**src/rtl/div_signed_ctrl.sv**
```systemverilog
// Signed/unsigned request front-end for the unsigned sequential divider.
// Converts operands to magnitudes, drives the divider's level start/done
// handshake, applies the sign fix-up (truncation toward zero, remainder takes
// the dividend's sign) and short-circuits divide-by-zero without the divider.
module div_signed_ctrl #(
    parameter int unsigned N = 64,
    parameter int unsigned M = 64
) (
    input  logic         clk,
    input  logic         rst,
    input  logic         in_valid,
    output logic         in_ready,
    input  logic         in_signed,
    input  logic [N-1:0] in_dividend,
    input  logic [M-1:0] in_divisor,
    output logic         out_valid,
    input  logic         out_ready,
    output logic [N-1:0] out_quotient,
    output logic [M-1:0] out_remainder,
    output logic         out_dz,
    output logic         out_ovf,
    output logic         div_start,
    output logic [N-1:0] div_dividend,
    output logic [M-1:0] div_divisor,
    input  logic         div_done,
    input  logic [N-1:0] div_quotient,
    input  logic [M-1:0] div_remainder
);

    typedef enum logic [1:0] {
        IDLE  = 2'd0,
        ISSUE = 2'd1,
        WAIT  = 2'd2,
        RESP  = 2'd3
    } state_t;

    localparam logic [N-1:0] MIN_DIVIDEND = {1'b1, {(N-1){1'b0}}};

    state_t       state;
    logic         sq;
    logic         sr;
    logic         ovf_pending;

    logic         dvd_neg;
    logic         dvs_neg;
    logic [N-1:0] dvd_mag;
    logic [M-1:0] dvs_mag;
    logic         divisor_zero;
    logic         ovf_next;
    logic         accept;

    // Operand magnitudes and request classification; negation wraps, so |MIN| = 2^(N-1).
    always_comb begin
        dvd_neg      = in_signed & in_dividend[N-1];
        dvs_neg      = in_signed & in_divisor[M-1];
        dvd_mag      = dvd_neg ? -in_dividend : in_dividend;
        dvs_mag      = dvs_neg ? -in_divisor : in_divisor;
        divisor_zero = (in_divisor == '0);
        ovf_next     = in_signed & (in_dividend == MIN_DIVIDEND) & (&in_divisor);
        accept       = in_valid & in_ready;
    end

    // Control FSM with all outputs registered; in_ready is a flop so it reads 0 while rst is held.
    always_ff @(posedge clk or posedge rst) begin
        if (rst) begin
            state         <= IDLE;
            in_ready      <= 1'b0;
            out_valid     <= 1'b0;
            out_quotient  <= '0;
            out_remainder <= '0;
            out_dz        <= 1'b0;
            out_ovf       <= 1'b0;
            div_start     <= 1'b0;
            div_dividend  <= '0;
            div_divisor   <= '0;
            sq            <= 1'b0;
            sr            <= 1'b0;
            ovf_pending   <= 1'b0;
        end else begin
            case (state)
                IDLE: begin
                    if (accept) begin
                        in_ready     <= 1'b0;
                        sq           <= dvd_neg ^ dvs_neg;
                        sr           <= dvd_neg;
                        div_dividend <= dvd_mag;
                        div_divisor  <= dvs_mag;
                        ovf_pending  <= ovf_next;
                        if (divisor_zero) begin
                            out_quotient  <= '1;
                            out_remainder <= in_dividend[M-1:0];
                            out_dz        <= 1'b1;
                            out_ovf       <= 1'b0;
                            out_valid     <= 1'b1;
                            state         <= RESP;
                        end else begin
                            div_start <= 1'b1;
                            state     <= ISSUE;
                        end
                    end else begin
                        in_ready <= 1'b1;
                    end
                end
                // A done left over from the previous operation may still be high here.
                ISSUE: begin
                    state <= WAIT;
                end
                WAIT: begin
                    if (div_done) begin
                        out_quotient  <= sq ? -div_quotient : div_quotient;
                        out_remainder <= sr ? -div_remainder : div_remainder;
                        out_dz        <= 1'b0;
                        out_ovf       <= ovf_pending;
                        out_valid     <= 1'b1;
                        div_start     <= 1'b0;
                        state         <= RESP;
                    end
                end
                RESP: begin
                    if (out_ready) begin
                        out_valid <= 1'b0;
                        in_ready  <= 1'b1;
                        state     <= IDLE;
                    end
                end
                default: begin
                    state <= IDLE;
                end
            endcase
        end
    end

endmodule

```
**config.mk**
```make
export PLATFORM = sky130hd
export DESIGN_NAME = div_signed_ctrl
export DESIGN_NICKNAME = d
export VERILOG_FILES = /design/src/rtl/div_signed_ctrl.sv
export SDC_FILE = /design/constraint.sdc
export NUM_CORES = 1
export LEC_CHECK = 0
export BUFFER_PORTS_ARGS = -buffer_cell sky130_fd_sc_hd__buf_2
export CAP_MARGIN = 40
export CELL_PAD_IN_SITES_DETAIL_PLACEMENT = 1
export CELL_PAD_IN_SITES_GLOBAL_PLACEMENT = 2
export CORE_MARGIN = 2
export CORE_UTILIZATION = 32
export DETAILED_ROUTE_END_ITERATION = 8
export GPL_TIMING_DRIVEN = 0
export PLACE_DENSITY = 0.95
export SLEW_MARGIN = 20
export SYNTH_ARGS = -nofsm -noshare
export SYNTH_HDL_FRONTEND = slang
export SYNTH_SLANG_ARGS = --single-unit
```
**constraint.sdc**
```tcl
create_clock -name clk -period 18.85 [get_ports clk]
set_input_delay 3.77 -clock clk [delete_from_list [all_inputs] [get_ports clk]]
set_output_delay 3.77 -clock clk [all_outputs]
set_load 0.1 [all_outputs]
```
==> impl_metrics.yaml, run 1 <==
worst_setup_path:
  r2r_end: "div_divisor[50]"
  cp_top_family: "simple AND/OR/NAND/NOR gates"
  critPathLaunch: "in_divisor[3]"
  ff2ff_path_depth: 9
  crit_chain: "buf_2, or4_1, or3_1, clkbuf_1, nor4_1, and3_1, buf_2, a31oi_2, nor2_2, buf_2, a21oi_1"
  cp-endpoint: "out_quotient[29]"
  crit_slowest_cell: "or4_1"
  required_ns: 19.27
  criticalPathCategory: "in2reg"
  critPathBufInv: 4
  crit_path_frequent_cell: "buf_2"
  endpoint_kind: "flip-flop"
  worst_ep_arrival_time_ns: 7.11
  worst-path-stages: 11
  critPathLaunchType: "input pin"
  critPathMaxStageDelay_ns: 0.61
  r2r-start: "state[0]"
  timing.reg2reg.setup_slack_ns: 15.26
  cp_max_fo: 10
drt:
  drc: 0
  ant_nets: 0
  vias: 17600
  detail_route.first_pass.iterations: 5
  first_iter_violations: 1151
  vias_per_cell: 5.56
  wirelength_mm: 77.3
  routedWlPerCell_um: 24.4
place:
  port-buffer-count: 521
  place_congestion: 0.934
  preCtsSetupSlack_ns: 11.59
  place_hpwl_mm: 61.2
layout:
  post_route_cells_drive_above_1_share_pct: 25.8
  nets: 2729
  layout_common_cells: "buf_2 (544), dfrtp_1 (266), nand2_1 (256)"
  synthToLayoutAreaGrowth_pct: 29.5
  mostFrequentLayoutCell: "buf_2"
sta:
  fmax_mhz: 149
  fin_worst_skew_ns: 0.0300
  finalWorstSetupSlack_ns: 12.16
  worstMarginPinSlew_ns: 0.982
  min_period_ns: 6.69
  fin_crit_sh_pct: 35.5
  rsz0062_at_grt: "false"
  slew_viol_final: 0
  finalHoldViolations: 0
  finalSetupTns_ns: 0
  max_slew_margin_pct: 33.6
  setup_viol: 0
cts:
  cts_buffer_depth: 3
  cts_buffers: 36
  clkSinkCount: 266
  h-tree-depth: 2
  post_cts_resized: 0
  clk_pin_slew_worst_paths_ns: 0.06
  clk_latency_ns: 0.57
  cts_setup_buffers: 0
  cts_root_buf: "clkbuf_16"
  cts_hold_buf: 0
  cts_tree: "built"
synthesis:
  avgSynthCellArea_um2: 8.54
  synth_top_area_cell: "dfrtp_1"
  ys_types: 58
  synth_nets: 2165
  ys_ff_latch: 266
  syn_area_um2: 16200
  synthArstFlopShare_pct: 100
  seq_area_frac_synth_pct: 41.1
  netlist_instances: 1894
  synth_ff_type: "dfrtp_1"
  ys_warn_count: 0
  synthTopCellsByArea: "dfrtp_1 (41%), xor2_1 (8.1%), o21ai_0 (7.5%)"
  synth_top_area_share_pct: 41.1
  synth_edf_count: 0
global_route:
  overflow: 0
  grt_max_degree: 103
  antenna_found_initial: 19
  grt_usage_pct: 28.8
  first_global_vias: 18400
  grt_pass1_wl_mm: 115
die:
  rows: 82
  die_y_um: 229
  core_um2: 50100
  initial_core_util_pct: 32.3
  ios: 523
  die_x_um: 229
  dieArea_um2: 52400
run:
  cap_violations: 0
worst_hold_path:
  min_path_type: "reg2reg"
run_status:
  status: "finished, final reports clean"
flip-flops by register name, summed over array words and instances (netlist names):
signal         flops
sq                 1
out_ovf            1
ovf_pending        1
out_quotient      64
div_dividend      64
sr                 1
in_ready           1
state              2
div_start          1
out_remainder     64
div_divisor       64
out_valid          1
out_dz             1
worst min-delay path by stage:
stage	from	cells past startpoint	slack (ns)	endpoint
after floorplan	ovf_pending	1	0.45	ovf_pending
after global placement	out_ovf	2	0.45	out_ovf
after detailed placement	out_remainder[29]	1	0.46	out_remainder[29]
after CTS	out_remainder[29]	1	0.47	out_remainder[29]
after global routing	div_divisor[13]	2	0.49	div_divisor[13]
final	out_remainder[29]	1	0.47	out_remainder[29]
area by class of cell:
class / instances / area, um2
Antenna cell: 10 / 25.0
Buffer: 111 / 452
Clock buffer: 51 / 1050
Clock inverter: 15 / 163
Fill cell: 6159 / 29100
Inverter: 24 / 97.6
Multi-Input combinational cell: 1493 / 8980
Sequential cell: 266 / 6660
Tap cell: 672 / 841
Timing Repair Buffer: 526 / 2690
cells by family (layout without fill, tap and decap cells):
| kind of cell | after synthesis | after routing | synth area share [%] |
|---|---|---|---|
| muxes | 29 | 29 | 1.80 |
| AOI/OAI and AO/OA | 507 | 507 | 18.7 |
| DFF | 266 | 266 | 41.1 |
| adders and majority gates | 9 | 9 | 0.696 |
| xor gates and xnor gates | 241 | 241 | 13.0 |
| and+or+nand+nor | 707 | 707 | 21.3 |
| buffers and inverters | 135 | 727 | 3.35 |
| other | 0 | 10 | 0 |
cells in the mapped netlist (7+ instances only):
cell and instances:
a31oi_1 50, o31ai_1 47, o21ai_0 243, nand3_1 25, nor2_1 179, nor3_1 47
o41ai_1 31, nor4_1 34, nand4_1 29, or3_1 38, nand2_1 256, o21ai_1 7
or2_2 8, nand2b_1 12, a21oi_1 79, dfrtp_1 266, a21o_1 17, inv_1 22
a211oi_1 17, xnor2_1 91, clkbuf_1 83, mux2i_1 28, ha_1 9, xor2_1 150
or4_1 41, buf_2 22
per-layer routing:
metal  global-route usage [%]  vias up  wire [um]
met3                     8.43      178       6320
met5                        0        -        115
met4                     11.2       18       2990
met1                     34.3     8769      30900
li1                         -     7925          -
met2                     48.8      723      36900
per-stage QoR:
stage	utilization, %	hold slack, ns	std cells	area, um2
after floorplan	-	0.451	1894	16200
after global placement	39.2	0.453	3087	19600
after detailed placement	39.4	0.460	3091	19700
after CTS	41.8	0.473	3157	20900
after global routing	41.9	0.495	3167	21000
final	41.9	0.469	3168	21000
Power of run 1 is not shown: default switching activity piles up to over one toggle a cycle in this logic, so the estimate is an artifact.
==> run 2, diff against run 1 <==
--- a/config.mk
+++ b/config.mk
@@ -10,10 +10,10 @@
 export CELL_PAD_IN_SITES_DETAIL_PLACEMENT = 1
 export CELL_PAD_IN_SITES_GLOBAL_PLACEMENT = 2
 export CORE_MARGIN = 2
-export CORE_UTILIZATION = 32
+export CORE_UTILIZATION = 30
 export DETAILED_ROUTE_END_ITERATION = 8
 export GPL_TIMING_DRIVEN = 0
-export PLACE_DENSITY = 0.95
+export PLACE_DENSITY = 0.92
 export SLEW_MARGIN = 20
 export SYNTH_ARGS = -nofsm -noshare
 export SYNTH_HDL_FRONTEND = slang
==> constraint.sdc (replaced) <==
create_clock -name clk -period 6.4 [get_ports clk]
set_input_delay 1.28 -clock clk [delete_from_list [all_inputs] [get_ports clk]]
set_output_delay 1.28 -clock clk [all_outputs]
set_load 0.1 [all_outputs]
==> run 2 against run 1 <==
Effect of this change: count of clock-buffer cells in the layout fell by 1; final cell count rose by 0.98%; cell area is 0.72% higher; die area grew 6.5%; critical path depth grew 1; largest cell class unchanged; highest routed layer unchanged.
==> impl_metrics.yaml, run 2 (synthesis gave the netlist of run 1 again) <==
run_status:
  status: "finished, final reports clean"
sta:
  min_period_ns: 4.15
  worstMarginPinSlew_ns: 0.884
  fin_worst_skew_ns: 0.0295
  rsz0062_at_grt: "false"
  slew_viol_final: 0
  setup_viol: 0
  finalWorstSetupSlack_ns: 2.25
  finalHoldViolations: 0
  fin_crit_sh_pct: 64.9
  fmax_mhz: 241
  max_slew_margin_pct: 41.0
worst_hold_path:
  min_path_type: "reg2reg"
layout:
  post_route_cells_drive_above_1_share_pct: 25.9
  layout_common_cells: "buf_2 (544), dfrtp_1 (266), nand2_1 (256)"
  nets: 2738
  mostFrequentLayoutCell: "buf_2"
  synthToLayoutAreaGrowth_pct: 30.4
place:
  place_hpwl_mm: 64.6
  place_congestion: 0.934
  preCtsSetupSlack_ns: 1.47
  port-buffer-count: 521
cts:
  cts_root_buf: "clkbuf_16"
  clkSinkCount: 266
  h-tree-depth: 2
  clk_latency_ns: 0.55
  cts_setup_buffers: 0
  cts_hold_buf: 0
  cts_buffer_depth: 3
  post_cts_resized: 0
  clk_pin_slew_worst_paths_ns: 0.06
  cts_tree: "built"
  cts_buffers: 36
die:
  rows: 85
  ios: 523
  core_um2: 53600
  initial_core_util_pct: 30.2
  die_y_um: 236
  dieArea_um2: 55800
  die_x_um: 236
worst_setup_path:
  crit_slowest_cell: "or4_1"
  timing.reg2reg.setup_slack_ns: 2.70
  crit_chain: "buf_2, or4_1, or3_1, clkbuf_1, nor4_1, and3_1, buf_2, a31o_2, buf_2, buf_2, o21ai_0, o21ai_0"
  worst_ep_arrival_time_ns: 4.61
  critPathLaunchType: "input pin"
  cp_max_fo: 10
  crit_path_frequent_cell: "buf_2"
  required_ns: 6.85
  criticalPathCategory: "in2reg"
  critPathMaxStageDelay_ns: 0.60
  endpoint_kind: "flip-flop"
global_route:
  grt_usage_pct: 27.8
  overflow: 0
  first_global_vias: 18400
  antenna_found_initial: 23
  grt_pass1_wl_mm: 118
  grt_max_degree: 36
drt:
  vias: 17400
  drc: 0
  first_iter_violations: 1021
  routedWlPerCell_um: 24.9
  vias_per_cell: 5.44
  ant_nets: 0
  wirelength_mm: 79.6
  detail_route.first_pass.iterations: 5
run:
  cap_violations: 0
run 2: changes by cell type in the layout (fill, tap and decap cells not counted), sizes merged:
cell / change
clkbuf: +1
bufinv: +1
clkinvlp: -1
clkinv: -2
diode: +4
inv: -3
buf: +7
run 2: layer usage:
layer | up-vias | global-route usage [%] | routed length (um)
li1 | 7912 | - | -
met1 | 8713 | 33.9 | 32400
met2 | 629 | 46.9 | 38100
met3 | 135 | 8.05 | 6430
met4 | 20 | 9.53 | 2410
met5 | - | 0 | 146
run 2: cell type report:
| cell class | instances | area (um2) |
|---|---|---|
| buffer | 111 | 452 |
| inverter | 24 | 93.8 |
| tap | 696 | 871 |
| antenna | 14 | 35.0 |
| fill | 6529 | 32500 |
| multi-input combinational | 1493 | 8980 |
| clock buffer | 50 | 1020 |
| timing repair buffer | 535 | 2840 |
| clock inverter | 10 | 150 |
| sequential | 266 | 6660 |
run 2: final timing paths:
check | to | cells past startpoint | start
max in group asynchronous | out_quotient[29] | 5 | rst
hold / removal | out_remainder[47] | 2 | out_remainder[47]
setup reg to reg | div_divisor[0] | 8 | state[0]
hold reg to reg | out_remainder[47] | 2 | out_remainder[47]
min in group asynchronous | div_dividend[46] | 2 | rst
setup / recovery | out_remainder[40] | 12 | in_divisor[3]
run 2: worst max-delay path, delay by kind of cell:
kind / cells / cell delay [ns]
compound gates: 3 / 0.64
buf+inv: 5 / 1.14
simple gates: 4 / 1.51
run 2: stage by stage:
step	cell area, um2	TNS, ns	utilization [%]	cells	hold slack, ns
global placement	19700	-49.80	36.7	3111	0.453
finish	21100	0	39.4	3199	0.473
floorplan	16200	0	-	1894	0.451
CTS	21000	0	39.3	3181	0.477
global route	21100	0	39.4	3194	0.498
detailed placement	19900	0	37.1	3121	0.462
Power of run 2 is left out for the same reason.
